$ cat src/rtl/frac_baud_controller_if.sv
// Control inputs and tick outputs of the fractional baud generator.
interface frac_baud_controller_if;
    logic       enable;
    logic [2:0] baud_select;
    logic       sample_ENABLE;
    logic       tx_ENABLE;
    logic       mid_ENABLE;
    logic       baud_changed;

    modport master (
        output enable, baud_select,
        input  sample_ENABLE, tx_ENABLE, mid_ENABLE, baud_changed
    );

    modport slave (
        input  enable, baud_select,
        output sample_ENABLE, tx_ENABLE, mid_ENABLE, baud_changed
    );
endinterface

$ cat src/rtl/frac_baud_controller.sv
// Phase-accumulator baud generator with oversample, bit and mid-bit ticks.
module frac_baud_controller #(
    parameter int unsigned CLK_FREQ_HZ = 50000000,
    parameter int unsigned OVERSAMPLE  = 16,
    parameter int unsigned ACC_WIDTH   = 24
) (
    input  logic                   clk,
    input  logic                   reset,
    frac_baud_controller_if.slave  bus
);
    localparam int unsigned CW = $clog2(OVERSAMPLE);
    localparam logic [CW-1:0] CNT_LAST = CW'(OVERSAMPLE - 1);
    localparam logic [CW-1:0] CNT_MID  = CW'(OVERSAMPLE / 2 - 1);

    function automatic longint unsigned calc_inc(input longint unsigned baud);
        longint unsigned num;
        num = (64'(OVERSAMPLE) * baud) << ACC_WIDTH;
        return (num + 64'(CLK_FREQ_HZ / 2)) / 64'(CLK_FREQ_HZ);
    endfunction

    localparam longint unsigned INC_TAB [8] = '{
        calc_inc(64'd300),   calc_inc(64'd1200),
        calc_inc(64'd4800),  calc_inc(64'd9600),
        calc_inc(64'd19200), calc_inc(64'd38400),
        calc_inc(64'd57600), calc_inc(64'd115200)
    };

    if (OVERSAMPLE < 4 || OVERSAMPLE > 64) begin : g_bad_os
        $error("frac_baud_controller: OVERSAMPLE out of range");
    end
    if (ACC_WIDTH < 16 || ACC_WIDTH > 32) begin : g_bad_aw
        $error("frac_baud_controller: ACC_WIDTH out of range");
    end
    for (genvar g = 0; g < 8; g++) begin : g_chk
        if (INC_TAB[g] == 64'd0 ||
            INC_TAB[g] >= (64'd1 << ACC_WIDTH)) begin : g_bad_inc
            $error("frac_baud_controller: increment unusable for code %0d", g);
        end
    end

    typedef enum logic [1:0] {IDLE, RUN, RESYNC} state_e;

    state_e               state_q, state_d;
    logic [2:0]           code_q, code_d;
    logic [ACC_WIDTH-1:0] acc_q, acc_d;
    logic [CW-1:0]        cnt_q, cnt_d;
    logic                 sample_q, sample_d;
    logic                 tx_q, tx_d;
    logic                 mid_q, mid_d;

    logic [ACC_WIDTH-1:0] inc;
    logic [ACC_WIDTH-1:0] sum;
    logic                 carry;

    assign inc = INC_TAB[code_q][ACC_WIDTH-1:0];
    assign {carry, sum} = {1'b0, acc_q} + {1'b0, inc};

    always_ff @(posedge clk or posedge reset) begin
        if (reset) begin
            state_q  <= IDLE;
            code_q   <= 3'b000;
            acc_q    <= '0;
            cnt_q    <= '0;
            sample_q <= 1'b0;
            tx_q     <= 1'b0;
            mid_q    <= 1'b0;
        end else begin
            state_q  <= state_d;
            code_q   <= code_d;
            acc_q    <= acc_d;
            cnt_q    <= cnt_d;
            sample_q <= sample_d;
            tx_q     <= tx_d;
            mid_q    <= mid_d;
        end
    end

    // A carry on the edge that leaves RUN is dropped, never delivered late.
    always_comb begin
        state_d  = state_q;
        code_d   = code_q;
        acc_d    = acc_q;
        cnt_d    = cnt_q;
        sample_d = 1'b0;
        tx_d     = 1'b0;
        mid_d    = 1'b0;
        unique case (state_q)
            IDLE: begin
                acc_d = '0;
                cnt_d = '0;
                if (bus.enable) state_d = RUN;
            end
            RUN: begin
                if (!bus.enable) begin
                    state_d = IDLE;
                    acc_d   = '0;
                    cnt_d   = '0;
                end else if (bus.baud_select != code_q) begin
                    state_d = RESYNC;
                    acc_d   = '0;
                    cnt_d   = '0;
                end else begin
                    acc_d    = sum;
                    sample_d = carry;
                    if (carry) begin
                        cnt_d = (cnt_q == CNT_LAST) ? '0 : cnt_q + CW'(1);
                        tx_d  = (cnt_q == CNT_LAST);
                        mid_d = (cnt_q == CNT_MID);
                    end
                end
            end
            RESYNC: begin
                code_d  = bus.baud_select;
                acc_d   = '0;
                cnt_d   = '0;
                state_d = bus.enable ? RUN : IDLE;
            end
            default: state_d = IDLE;
        endcase
    end

    assign bus.sample_ENABLE = sample_q;
    assign bus.tx_ENABLE     = tx_q;
    assign bus.mid_ENABLE    = mid_q;
    assign bus.baud_changed  = (state_q == RESYNC);
endmodule
$ cat src/flat_wrapper.sv
// flat-port wrapper written by rule: the top's interface ports become plain ports
module frac_baud_controller_flat 
#(
    parameter int unsigned CLK_FREQ_HZ = 50000000,
    parameter int unsigned OVERSAMPLE  = 16,
    parameter int unsigned ACC_WIDTH   = 24
)
  (clk, reset, bus_enable, bus_baud_select, bus_sample_ENABLE, bus_tx_ENABLE, bus_mid_ENABLE, bus_baud_changed);
  frac_baud_controller_if bus_i ();
  input  logic clk;
  input  logic reset;
  input wire logic [$bits(bus_i.enable)-1:0] bus_enable;
  input wire logic [$bits(bus_i.baud_select)-1:0] bus_baud_select;
  output wire logic [$bits(bus_i.sample_ENABLE)-1:0] bus_sample_ENABLE;
  output wire logic [$bits(bus_i.tx_ENABLE)-1:0] bus_tx_ENABLE;
  output wire logic [$bits(bus_i.mid_ENABLE)-1:0] bus_mid_ENABLE;
  output wire logic [$bits(bus_i.baud_changed)-1:0] bus_baud_changed;
  assign bus_i.enable = bus_enable;
  assign bus_i.baud_select = bus_baud_select;
  assign bus_sample_ENABLE = bus_i.sample_ENABLE;
  assign bus_tx_ENABLE = bus_i.tx_ENABLE;
  assign bus_mid_ENABLE = bus_i.mid_ENABLE;
  assign bus_baud_changed = bus_i.baud_changed;
  frac_baud_controller #(.CLK_FREQ_HZ(CLK_FREQ_HZ), .OVERSAMPLE(OVERSAMPLE), .ACC_WIDTH(ACC_WIDTH)) u_core (.clk(clk), .reset(reset), .bus(bus_i));
endmodule
$ cat config.mk
export PLATFORM = sky130hd
export DESIGN_NAME = frac_baud_controller_flat
export DESIGN_NICKNAME = d
export VERILOG_FILES = /design/src/rtl/frac_baud_controller_if.sv /design/src/rtl/frac_baud_controller.sv /design/src/flat_wrapper.sv
export SDC_FILE = /design/constraint.sdc
export NUM_CORES = 1
export LEC_CHECK = 0
export BUFFER_PORTS_ARGS = -buffer_cell sky130_fd_sc_hd__buf_2
export CAP_MARGIN = 0
export CORE_MARGIN = 4
export CORE_UTILIZATION = 65
export CTS_BUF_LIST = sky130_fd_sc_hd__clkbuf_2 sky130_fd_sc_hd__clkbuf_4 sky130_fd_sc_hd__clkbuf_8
export CTS_CLUSTER_SIZE = 16
export DETAILED_ROUTE_END_ITERATION = 8
export GPL_TIMING_DRIVEN = 0
export MAX_ROUTING_LAYER = met4
export PLACE_DENSITY = 0.85
export SLEW_MARGIN = 20
export SYNTH_ARGS = -nofsm -noshare
export SYNTH_HDL_FRONTEND = slang
export SYNTH_SLANG_ARGS = --single-unit
$ cat constraint.sdc
create_clock -name clk -period 4.7 [get_ports clk]
set_input_delay 0 -clock clk [delete_from_list [all_inputs] [get_ports clk]]
set_output_delay 0 -clock clk [all_outputs]
set_load 0.01 [all_outputs]
**Word-level counts from Yosys, hierarchy flattened**

Memories as Yosys holds them, arrays and structs flattened.
Cells that the tools add are included.

- Add/subtract/negate cells: 2
- Multiply operators: 0
- Divide/modulo/power cells: 0
- Order comparisons: 1
- Equal/unequal tests: 8
- Shifts and indexed selects: 0
- Multiplexer cells: 26
- Bitwise logic cells: 1
- Reduce and logical (&&, ||, !) cells: 5

Operators with widths:

| operator | number |
|---|---|
| $mux W24 | 4 |
| $pmux W24 S2 | 1 |
| $add A24 B24 Y25 | 1 |
| $mux W4 | 4 |
| $mux W1 | 12 |
| $pmux W4 S2 | 1 |
| $mux W2 | 3 |
| $pmux W2 S3 | 1 |
| $add A4 B1 Y4 const B | 1 |
| $eq A4 B3 Y1 const B | 1 |
| $eq A4 B4 Y1 const B | 1 |
| $ge A4 B4 Y1 const B | 1 |
| $ne A4 B2 Y1 const B | 1 |
| $not A3 Y4 | 1 |
| $reduce_and A2 Y1 | 2 |
| $ne A3 B2 Y1 const B | 1 |
| $ne A3 B3 Y1 | 1 |
| $eq A2 B1 Y1 const B | 1 |
| $eq A2 B2 Y1 const B | 1 |
| $logic_not A2 Y1 | 1 |
| $ne A2 B2 Y1 const B | 1 |
| $reduce_bool A2 Y1 | 1 |
| $reduce_or A2 Y1 | 1 |

- Register bits after elaboration: 36
- Bits in latches: 0
- Memory bits (writable): 0
- ROM bits: 512
- Input port bits: 6
- Output and inout port bits: 4
- Logic and storage cells: 51
- Memories kept: 1

Memories:

| name | depth | bits a word | read ports | clocked after Yosys merged registers in | wr ports | line | source |
|---|---|---|---|---|---|---|---|
| (no name shown) | 8 | 64 | 1 | 0 | 0 | frac_baud_controller.sv:55 | `assign inc = INC_TAB[code_q][ACC_WIDTH-1:0];` |

**Logic depth before layout (Yosys ltp)**

- Word-level depth: 9
- Gate-level depth with buffers: 15
- Gate-level depth less buffers: 14

**Worst setup path after synthesis**

Ideal clock, no wire load.

- Path type: reg2reg
- Start: reg u_core.code_q[0]
- End: reg u_core.cnt_q[0]
- Setup time: 0.090 ns
- Arrival time: 3.237 ns
- Data required time: 4.610 ns
- Path slack: 1.373 ns
- Stages on the path, launching flop included: 16
- Path buffers: 1
- Clock period less this slack: 3.327 ns
- Cells stage by stage: dfrtp_1 inv_1 ha_1 inv_1 mux2_2 ha_1 inv_1 fa_1 nand2b_1 a21oi_1 a311oi_2 a21boi_2 a41oi_2 or2_1 buf_6 o31ai_4

- Word-level cells in the longest chain between the ends: 7
- Elaborated cells between the ends (all ways): 11
- Classes of those cells: add/sub (1); eq/ne (2); mux (5); bitwise (1); reduce/logical (1); memory (1)

Ends and longest elaborated chain:

| element | line | source |
|---|---|---|
| from (decl) | frac_baud_controller.sv:44 | `logic [2:0] code_q, code_d;` |
| from (signal assigned) | frac_baud_controller.sv:69 | `code_q <= code_d;` |
| $not A3 Y4 (implied by the code) | frac_baud_controller.sv:55 |  |
| $mem_v2 Z8 W64 | n/a |  |
| $mux W24 (implied by the code) (2 in a row) | frac_baud_controller.sv:55 |  |
| $add A24 B24 Y25 | frac_baud_controller.sv:56 | `assign {carry, sum} = {1'b0, acc_q} + {1'b0, inc};` |
| $ne A4 B2 Y1 (no line) | n/a |  |
| $reduce_and A2 Y1 (no line) | n/a |  |
| to (signal assigned) | frac_baud_controller.sv:71 | `cnt_q <= cnt_d;` |
| to (decl) | frac_baud_controller.sv:46 | `logic [CW-1:0] cnt_q, cnt_d;` |

Parallel ways exist; a longest one is shown, timed or not. The select of a mux whose other input is x is not followed.
A chain may end at the register's enable or synchronous reset.

**Final worst setup path**

Same ends and word-level chain as after synthesis.

==> metrics <==
MaxCap Viol Count 0; Synth Register Bits 36; largest family of logic cells by synthesized area compound AO/OA/AOI/OAI gates; XOR/XNOR Fraction of Synth Area 4.87%; slew of the pin with the lowest slew margin 0.571 ns; worst reg2reg setup slack about 0.8 ns; Tot GR Track Use 27.3%; largest net degree at the start of global routing 22; DP Worst Slack 0.833 ns; Synth cell types 53; Peak Freq 257 MHz; CP max FO 11; Layout area overhead 10.3%; mux share of post-synthesis cell area roughly 1.8%; placed inst area around 0.003 mm²; Syn Nets 381; last element of the critical path u_core.cnt_q[0]$_DFFE_PP0P_; Final Hold Viols 0; post-synthesis async set-or-reset flop share 100%; Period Utilization, post-route 82.9%; die area 0.00555 mm²; # resized after CTS 0; Synth top area share a little under a third; multi-input combinational cell area approximately 0.0018 mm²; Reg area approximately 900 µm²; clock buffer depth 2; Setup-failing EPs final 0; fin worst setup slack roughly 0.8 ns; vias in the first global route 2,434; fin. max-slew vios 0; number of routed nets with antenna violations 0; Filler cells 315; Sink Count 36; Critical Path RT approximately 4.9 ns; routed len/inst roughly 16 µm; Worst Hold Class in -> async; Cell Area, Synth approximately 0.0029 mm²; CP startpoint u_core.code_q[0]$_DFFE_PP0P_; Ant. Diodes 0; vias per inst 6.18; Post-Synth Adder-Cell Area 15.1%; CP Launch Type flop; grt total ovfl 0; Post-synth EDFFs 0; critical path's slowest cell dfrtp_1; Final Power approximately 0.0014 W; RD Place Congestion 0.916; Initial Util between 60% and 70%; syn_area_per_cell between 8 and 9 µm²; routed via count around 2,600; H-tree Lvls 2; status completed; Critical Path Stages 15; CTS clock-pin slew for the worst setup and hold paths 0.08 ns; Worst setup EP type flop; R2R Path End u_core.cnt_q[0]$_DFFE_PP0P_; CP max stage delay 0.57 ns; ys flop type dfrtp_1; RSZ-0062 raised after global routing no; share of layout cells above drive strength 1 8.79%; num rows 23; Core Area 0.00414 mm²; width of the chip 74.5 µm; pwr dens 456 mW/mm²; final wirelength 6480 µm; Die Y 74.5 µm; DP HPWL 4750 µm; Detailed Routing Iterations Pass 1 5; Post-Route Skew 0.0120 ns; initial antenna violation count 0; post-synthesis simple-gate area fraction 17.8%; Worst EP arrival 4.11 ns; CTS tree built; worst path bufs/invs 4; worst rel slew slack about three fifths; maximum vdd drop between 400 and 500 µV; largest cells by area after synthesis dfrtp_1 31%, ha_1 14%, o21ai_0 6.8%, nand2_1 5.1%, a21oi_1 4.9%; IO buf count 9; dominant cell type by area after synthesis dfrtp_1; setup TNS 0 ns; IO Count 10; final instance area 0.00317 mm²; Crit path top cell by count inv_1; Worst-Skew Late Latency 0.30 ns; Reg2Reg Depth 15; Largest delay share family, worst path compound AO/OA/AOI/OAI gates; initial DRC count 268; final-stage net count roughly 400; first-pass GRT wire length 11,300 µm; Setup Buffers After CTS 0; # DRC 0; Syn Inst Count 341; leakage 1.53 nW; Critical Path, Cell by Cell inv_1 -> ha_1 -> inv_1 -> mux2_2 -> ha_1 -> inv_1 -> fa_1 -> nand2b_1 -> a21oi_1 -> a311oi_2 -> a21boi_2 -> a41oi_2 -> or2_1 -> buf_6 -> o31ai_4; yosys warns 0; post-synthesis sequential area ratio 31.3%; CP Class reg -> reg; root buf cell clkbuf_8; post-synthesis compound-gate area fraction roughly 24%; TritonCTS Buffers 5; worst reg2reg startpoint u_core.code_q[0]$_DFFE_PP0P_; min Tclk post-route 3.90 ns
==> what timing repair did <==
item | CTS | global route
hold endpoints to repair | 20 | 0
setup endpoints to repair | 0 | 0
hold buffers | 5 | 0
==> layer usage <==
layer,up-vias,track usage [%],part of all wire [%]
met5,-,-,0
met4,0,8.89,2.3
met3,16,5.68,5.7
met2,94,42.0,46
met1,1181,36.1,46
li1,1266,-,-
==> metrics by stage <==
stage | utilization, % | hold WS (ns) | instances
after floorplan | - | 0.117 | 341
after global placement | 72.0 | 0.236 | 400
after detailed placement | 72.6 | 0.0108 | 401
after CTS | 76.5 | 0.246 | 414
after global routing | 76.5 | 0.274 | 414
final | 76.5 | 0.235 | 414
==> cell families (layout without fill, tap and decap cells) <==
group	Yosys count	in the layout
compound gates	110	110
flops	36	36
fa+ha+maj	34	34
mux	5	5
simple gates	106	106
buf+inv	34	57
xor+xnor	16	16
==> worst min path at each step <==
stage | startpoint | end | slack, ns | cells after the start
finish | reset | u_core.acc_q[19]$_DFFE_PP0P_ | 0.23 | 3
global route | reset | u_core.acc_q[19]$_DFFE_PP0P_ | 0.27 | 3
CTS | reset | u_core.acc_q[21]$_DFFE_PP0P_ | 0.25 | 3
detailed placement | reset | u_core.acc_q[21]$_DFFE_PP0P_ | 0.01 | 2
global placement | bus_baud_select[2] | u_core.code_q[2]$_DFFE_PP0P_ | 0.24 | 3
floorplan | bus_baud_select[0] | u_core.code_q[0]$_DFFE_PP0P_ | 0.12 | 2
==> registers in the layout (all words and copies together), names as in the netlist <==
| register | flops |
|---|---|
| u_core.acc_q | 24 |
| u_core.bus.tx_ENABLE | 1 |
| u_core.bus.mid_ENABLE | 1 |
| u_core.cnt_q | 4 |
| u_core.code_q | 3 |
| u_core.state_q | 2 |
| u_core.bus.sample_ENABLE | 1 |
==> report_power, final <==
group	internal [W]	switching (W)
Sequential	0.000335	0.0000327
Clock	0.000157	0.000122
Combinational	0.000304	0.000497
Total	0.000795	0.000652
==> cell usage in the layout, fill, tap and decap left out, drive strengths merged, types with 6 or more instances in the layout <==
cell / instances
o21ai: 42
inv: 18
buf: 14
nand3: 9
dfrtp: 36
nor3: 7
clkbuf: 16
ha: 33
nor2: 17
nand2b: 6
xnor2: 6
a21oi: 28
xor2: 10
nand2: 40
a21o: 6
and3: 6
==> cell usage after synthesis (4+ instances only) <==
cell type	n
a21oi_1	28
nand3_1	9
nand2_1	39
o211ai_1	4
a21o_1	6
a31oi_1	5
nand4_1	5
xor2_1	10
ha_1	33
and2_1	5
nor2_1	17
inv_1	18
and3_1	6
nand2b_1	6
mux2i_1	4
dfrtp_1	36
clkbuf_1	11
nor3_1	7
xnor2_1	6
o21ai_0	39
==> worst register-to-register path, delay by kind of cell (launching register included) <==
family | cells | cell delay (ns)
fa+ha+maj | 3 | 0.94
compound gates | 5 | 1.19
buf+inv | 4 | 0.50
flops | 1 | 0.57
mux | 1 | 0.15
simple gates | 2 | 0.47
==> cell type report <==
cell class | instances | share of cell area, %
multi-input combinational | 271 | 57.8
buffer | 15 | 2.21
tap | 50 | 1.97
timing repair buffer | 15 | 3.87
clock buffer | 5 | 2.17
sequential | 36 | 28.4
inverter | 19 | 2.25
clock inverter | 3 | 1.34
No activity file was read; power rests on OpenSTA's default activity.
